$ cat src/rtl/imem_loader_pkg.sv
// Shared types and constants for the serial instruction-memory loader.
// Imported by imem_loader and ldr_word_packer.
package imem_loader_pkg;

  typedef enum logic [2:0] {
    StIdle  = 3'd0,
    StCount = 3'd1,
    StData  = 3'd2,
    StCheck = 3'd3,
    StDone  = 3'd4,
    StErr   = 3'd5
  } ldr_state_e;

  localparam logic [7:0] LdrMagic = 8'hA5;
  localparam logic [1:0] LaneLast = 2'd3;

  // A COUNT byte of zero stands for a full memory image of 2^addr_w words.
  function automatic int unsigned frame_words(input logic [7:0] count,
                                              input int unsigned addr_w);
    return (count == 8'd0) ? (32'd1 << addr_w) : 32'(count);
  endfunction

endpackage

$ cat src/rtl/ldr_word_packer.sv
// Assembles little-endian 32-bit words from a byte stream, one byte per push.
// The completed word is presented combinationally with the push of its last byte.
module ldr_word_packer
  import imem_loader_pkg::*;
(
  input  logic        clk,
  input  logic        reset,
  input  logic        clear,
  input  logic        push,
  input  logic [7:0]  data,
  output logic [31:0] word,
  output logic        word_done
);

  logic [31:0] shift_q, shift_d;
  logic [1:0]  lane_q, lane_d;

  // Bytes enter at the top and move down, so the first byte ends up in [7:0].
  assign word      = {data, shift_q[31:8]};
  assign word_done = push & (lane_q == LaneLast);

  always_comb begin
    shift_d = shift_q;
    lane_d  = lane_q;
    if (clear) begin
      shift_d = '0;
      lane_d  = '0;
    end else if (push) begin
      shift_d = word;
      lane_d  = lane_q + 2'd1;
    end
  end

  always_ff @(posedge clk) begin
    if (reset) begin
      shift_q <= '0;
      lane_q  <= '0;
    end else begin
      shift_q <= shift_d;
      lane_q  <= lane_d;
    end
  end

endmodule

$ cat src/rtl/imem_loader.sv
// Serial program loader: parses MAGIC/COUNT/data/CHK frames, writes words into the
// instruction memory and holds the core in reset until a verified image is present.
module imem_loader
  import imem_loader_pkg::*;
#(
  parameter int unsigned ADDR_W = 6,
  parameter logic [7:0]  MAGIC  = LdrMagic
) (
  input  logic              clk,
  input  logic              reset,
  input  logic [7:0]        in_data,
  input  logic              in_valid,
  output logic              in_ready,
  output logic              mem_we,
  output logic [ADDR_W-1:0] mem_addr,
  output logic [31:0]       mem_wdata,
  output logic              core_hold,
  output logic              done,
  output logic              error
);

  // Wide enough for both the raw COUNT byte and a full 2^ADDR_W image.
  localparam int unsigned CntW = (ADDR_W + 1 > 8) ? ADDR_W + 1 : 8;

  ldr_state_e        state_q, state_d;
  logic              xfer, is_magic, pack_clear, pack_push, word_done;
  logic [31:0]       word;
  logic [CntW-1:0]   remain_q, remain_d;
  logic [ADDR_W-1:0] idx_q, idx_d;
  logic [7:0]        chk_q, chk_d;
  logic              mem_we_q, mem_we_d;
  logic [ADDR_W-1:0] mem_addr_q, mem_addr_d;
  logic [31:0]       mem_wdata_q, mem_wdata_d;
  logic              in_ready_q, in_ready_d;
  logic              core_hold_q, core_hold_d;
  logic              done_q, done_d;
  logic              error_q, error_d;

  assign xfer       = in_valid & in_ready_q;
  assign is_magic   = (in_data == MAGIC);
  assign pack_clear = xfer & (state_q == StCount);
  assign pack_push  = xfer & (state_q == StData);

  ldr_word_packer u_packer (
    .clk       (clk),
    .reset     (reset),
    .clear     (pack_clear),
    .push      (pack_push),
    .data      (in_data),
    .word      (word),
    .word_done (word_done)
  );

  // State register, with the FSM-derived outputs registered alongside it.
  always_ff @(posedge clk) begin
    if (reset) begin
      state_q     <= StIdle;
      core_hold_q <= 1'b1;
      done_q      <= 1'b0;
      error_q     <= 1'b0;
    end else begin
      state_q     <= state_d;
      core_hold_q <= core_hold_d;
      done_q      <= done_d;
      error_q     <= error_d;
    end
  end

  always_comb begin
    state_d = state_q;
    if (xfer) begin
      unique case (state_q)
        StIdle:  if (is_magic) state_d = StCount;
        StCount: state_d = StData;
        StData:  if (word_done && remain_q == CntW'(1)) state_d = StCheck;
        StCheck: state_d = (in_data == chk_q) ? StDone : StErr;
        StDone:  if (is_magic) state_d = StCount;
        StErr:   if (is_magic) state_d = StCount;
        default: state_d = StIdle;
      endcase
    end
  end

  // Outputs are decoded from the next state so they line up with the state change.
  always_comb begin
    done_d      = (state_d == StDone);
    error_d     = (state_d == StErr);
    core_hold_d = (state_d != StDone);
  end

  always_comb begin
    remain_d    = remain_q;
    idx_d       = idx_q;
    chk_d       = chk_q;
    mem_we_d    = 1'b0;
    mem_addr_d  = mem_addr_q;
    mem_wdata_d = mem_wdata_q;
    if (pack_clear) begin
      remain_d = CntW'(frame_words(in_data, ADDR_W));
      idx_d    = '0;
      chk_d    = '0;
    end
    if (pack_push) begin
      chk_d = chk_q ^ in_data;
      if (word_done) begin
        mem_we_d    = 1'b1;
        mem_addr_d  = idx_q;
        mem_wdata_d = word;
        idx_d       = idx_q + ADDR_W'(1);
        remain_d    = remain_q - CntW'(1);
      end
    end
    // Stalling the write cycle keeps the source from racing ahead of the write port.
    in_ready_d = ~mem_we_d;
  end

  always_ff @(posedge clk) begin
    if (reset) begin
      remain_q    <= '0;
      idx_q       <= '0;
      chk_q       <= '0;
      mem_we_q    <= 1'b0;
      mem_addr_q  <= '0;
      mem_wdata_q <= '0;
      in_ready_q  <= 1'b1;
    end else begin
      remain_q    <= remain_d;
      idx_q       <= idx_d;
      chk_q       <= chk_d;
      mem_we_q    <= mem_we_d;
      mem_addr_q  <= mem_addr_d;
      mem_wdata_q <= mem_wdata_d;
      in_ready_q  <= in_ready_d;
    end
  end

  assign in_ready  = in_ready_q;
  assign mem_we    = mem_we_q;
  assign mem_addr  = mem_addr_q;
  assign mem_wdata = mem_wdata_q;
  assign core_hold = core_hold_q;
  assign done      = done_q;
  assign error     = error_q;

endmodule

$ cat config.mk
export PLATFORM = sky130hd
export DESIGN_NAME = imem_loader
export DESIGN_NICKNAME = d
export VERILOG_FILES = /design/src/rtl/imem_loader_pkg.sv /design/src/rtl/ldr_word_packer.sv /design/src/rtl/imem_loader.sv
export SDC_FILE = /design/constraint.sdc
export NUM_CORES = 1
export LEC_CHECK = 0
export CORE_ASPECT_RATIO = 0.6
export CORE_MARGIN = 10
export CORE_UTILIZATION = 45
export CTS_CLUSTER_DIAMETER = 50
export CTS_CLUSTER_SIZE = 14
export DETAILED_ROUTE_END_ITERATION = 12
export DONT_BUFFER_PORTS = 1
export GPL_TIMING_DRIVEN = 0
export PLACE_DENSITY = 0.56
export SLEW_MARGIN = 20
export SYNTH_ARGS = -nofsm -noshare
export SYNTH_HDL_FRONTEND = slang
export SYNTH_HIERARCHICAL = 1
export SYNTH_SLANG_ARGS = --single-unit
$ cat constraint.sdc
create_clock -name clk -period 6.9 [get_ports clk]
set_clock_uncertainty 0.1 [all_clocks]
set_input_delay 1.38 -clock clk [delete_from_list [all_inputs] [get_ports clk]]
set_output_delay 1.38 -clock clk [all_outputs]
set_load 0.02 [all_outputs]
==> run_results.csv <==
group,metric,value,unit
timing,grt_setup_unrepaired,"false",
logic_synthesis,ys_warn_count,6,
logic_synthesis,syn_nets,474,
grt,grt_pass1_vias,3077,
cells_and_area,stdcell_area,4420,µm²
worst_setup_path,reg2reg_depth,10,
logic_synthesis,yosys.area.top_type,"dfxtp_1",
placement,gp_congestion,0.819,
grt,grt_pass1_wl,17.6,mm
timing,fin_crit_sh,57.9,%
power_and_ir_drop,peakVddDrop,0.000119,V
logic_synthesis,ys.flop_type,"dfxtp_1",
clocking,clockBufferDepth,2,
logic_synthesis,yosys.area_share.adder,1.26,%
logic_synthesis,synth-xor-area-share,2.21,%
logic_synthesis,synth_cells,459,
grt,grt_usage,16.8,%
worst_setup_path,cp-end-kind,"flip-flop",
cells_and_area,area_growth_syn_to_layout,11.4,%
logic_synthesis,synth-seq-area-share,47.4,%
logic_synthesis,synthMuxAreaShare,6.81,%
logic_synthesis,synthArstFlopShare,0,%
logic_synthesis,synthTopCellsByArea,"dfxtp_1, nand2_1, a21oi_1",
power_and_ir_drop,power_switching,0.219,mW
routing,drt_wl_total,10.7,mm
timing,hold_viol,0,
timing,fin_crit,4.00,ns
timing,slew_headroom,48.1,%
timing,slew_violations,0,
worst_setup_path,worstPathRequired,7.05,ns
power_and_ir_drop,intPower,0.863,mW
clocking,cts_sinks,94,
worst_setup_path,cp.arrival,4.15,ns
die,io_pins,54,
routing,dr.pass1.iters,4,
clocking,cts_hold_buf,0,
clocking,clock_latency,0.34,ns
clocking,cts_resized,0,
power_and_ir_drop,sw_frac_of_total,20.2,%
logic_synthesis,synth_cell_types,50,
logic_synthesis,synth_edf_count,0,
timing,fin_ws,2.90,ns
clocking,cts.htree.levels,3,
clocking,path_clk_slew,0.06,ns
die,start_util,46.4,%
worst_hold_path,hold_path_class,"flip-flop to flip-flop",
cells_and_area,nNetsFinal,485,
logic_synthesis,synth_compound_area_share,14.1,%
grt,grt-ovfl-total,0,
timing,fmax,250,MHz
worst_hold_path,whs_path_depth,2,
placement,dpl_cell_area,4110,µm²
logic_synthesis,synth-simple-area-share,21.4,%
grt,grt_max_degree,15,
routing,avgViaCountPerCell,5.61,
routing,wl_per_cell,18.2,µm
logic_synthesis,synth_area,3970,µm²
logic_synthesis,synth.avg_cell_area,8.65,µm²
routing,num_vias,3294,
clocking,cts_tree,"done",
grt,antenna_found_initial,0,
power_and_ir_drop,p_comb_share,2.2,%
power_and_ir_drop,clockPowerShare,47.6,%
die,die_h,92.8,µm
cells_and_area,drive_above_1_share,8.63,%
placement,dp_hpwl,7.85,mm
placement,portBuffers,0,
timing,tns,0,ns
status,status,"finished, final reports clean",
timing,worst_pin_slew,0.776,ns
routing,drt_iter0_markers,256,
worst_setup_path,crit_type,"input pin to flip-flop",
power_and_ir_drop,p_leak,1.54,nW
power_and_ir_drop,pwr-share-seq,50.2,%
die,die_w,141,µm
job,maxCapViolCount,0,
worst_setup_path,cp-start-kind,"input pin",
placement,pre_cts_ws,2.62,ns
clocking,post_cts.repair.setup_buffers,0,
die,die_area,13100,µm²
routing,drtAntennaViolNets,0,
die,core_area,8560,µm²
logic_synthesis,synth.ff_latch_count,94,
die,fp-row-count,26,
logic_synthesis,netlist.area_leader.share,47.4,%
timing,finalSetupViolations,0,
logic_synthesis,synth_top_family_by_area,"simple AND/OR/NAND/NOR gates",
cells_and_area,antennaDiodeCount,0,
worst_setup_path,r2r_setup_slack,3.25,ns
clocking,numCtsBuffers,9,
worst_setup_path,path_max_fanout,10,
clocking,cts_root_buffer,"clkbuf_16",
power_and_ir_drop,p_per_area,244,nW/µm²
routing,drc,0,
[layout make-up]
cell class / instances / area, µm²
Sequential cell: 94 / 1880
Tap cell: 112 / 140
Clock inverter: 2 / 38.8
Fill cell: 840 / 4130
Inverter: 8 / 30.0
Multi-Input combinational cell: 319 / 1820
Clock buffer: 14 / 274
Buffer: 38 / 240
[cells in the mapped netlist (all sizes together), types with 5 or more instances]
cell type / n
dfxtp: 94
nand2: 87
a21oi: 56
nor2: 35
mux2i: 27
buf: 22
clkbuf: 16
o21ai: 15
nor3: 14
nand3b: 9
nand3: 8
inv: 7
xor2: 7
a31oi: 5
[per-layer routing]
metal	track usage [%]	share of wire, %
met5	0	0
met4	4.79	1.2
met3	5.97	10
met2	21.4	37
met1	25.3	51
[worst max-delay path, cell delays in order]
cell      delay (ns)
nand4b_2        0.27
nor2_1          0.30
buf_2           0.29
buf_6           0.21
buf_6           0.19
and2_1          0.27
nor2b_1         0.28
nand2_1         0.30
clkbuf_1        0.36
a311oi_1        0.29
[power groups by stage]
stage	clock, mW	combinational, mW	sequential [mW]
CTS	0.525	0.0239	0.542
finish	0.515	0.0239	0.543
global route	0.548	0.0265	0.542
global placement	0	0.0237	0.555
detailed placement	0	0.0238	0.555
floorplan	0	0.0176	0.555
[flip-flops by register name, indices dropped and copies added, names as in the netlist]
register / cells
chk_q: 8
core_hold: 1
done: 1
error: 1
idx_q: 6
in_ready: 1
mem_addr: 6
mem_wdata: 32
mem_we: 1
remain_q: 8
state_q: 3
u_packer/lane_q: 2
u_packer/shift_q: 24
[cells in the final DEF (no fill, tap or decap), types with 2 or more instances in the layout]
cell / n
a211oi_1: 2
a21oi_1: 56
a22oi_1: 2
a311oi_1: 4
a31oi_1: 5
a41o_1: 2
and2_1: 3
and3_1: 4
buf_2: 6
buf_4: 10
buf_6: 4
buf_8: 2
clkbuf_1: 18
clkbuf_16: 9
clkbuf_8: 3
dfxtp_1: 94
ha_1: 4
inv_1: 7
mux2i_1: 27
nand2_1: 87
nand2b_1: 2
nand3_1: 8
nand3b_1: 9
nand4_1: 4
nor2_1: 33
nor2b_1: 3
nor3_1: 14
nor4_1: 3
o21ai_0: 15
or3_1: 3
xnor2_1: 3
xor2_1: 7
[kinds of logic (layout without fill, tap and decap cells)]
family | Yosys count | after routing
flops | 94 | 94
compound gates | 96 | 96
buf+inv | 46 | 62
simple gates | 182 | 182
mux | 27 | 27
xor+xnor | 10 | 10
fa+ha+maj | 4 | 4
[per-stage QoR]
| stage | utilization (%) | instances | hold WS [ns] | total power, mW |
|---|---|---|---|---|
| global placement | 48.1 | 571 | 0.337 | 0.579 |
| detailed placement | 48.1 | 571 | 0.348 | 0.579 |
| finish | 51.7 | 587 | 0.354 | 1.08 |
| floorplan | - | 459 | 0.331 | 0.572 |
| global route | 51.7 | 587 | 0.378 | 1.12 |
| CTS | 51.7 | 587 | 0.356 | 1.09 |
[final timing paths]
| path | from | endpoint |
|---|---|---|
| worst min register to register | u_packer/shift_q[11]$_SDFFE_PP0P_ | mem_wdata[3]$_SDFFE_PP0P_ |
| worst min-delay path | u_packer/shift_q[11]$_SDFFE_PP0P_ | mem_wdata[3]$_SDFFE_PP0P_ |
| worst max register to register | in_ready$_SDFF_PP1_ | remain_q[1]$_SDFF_PP0_ |
| worst max-delay path | in_valid | remain_q[1]$_SDFF_PP0_ |
Power figures use the tool's default switching activity.
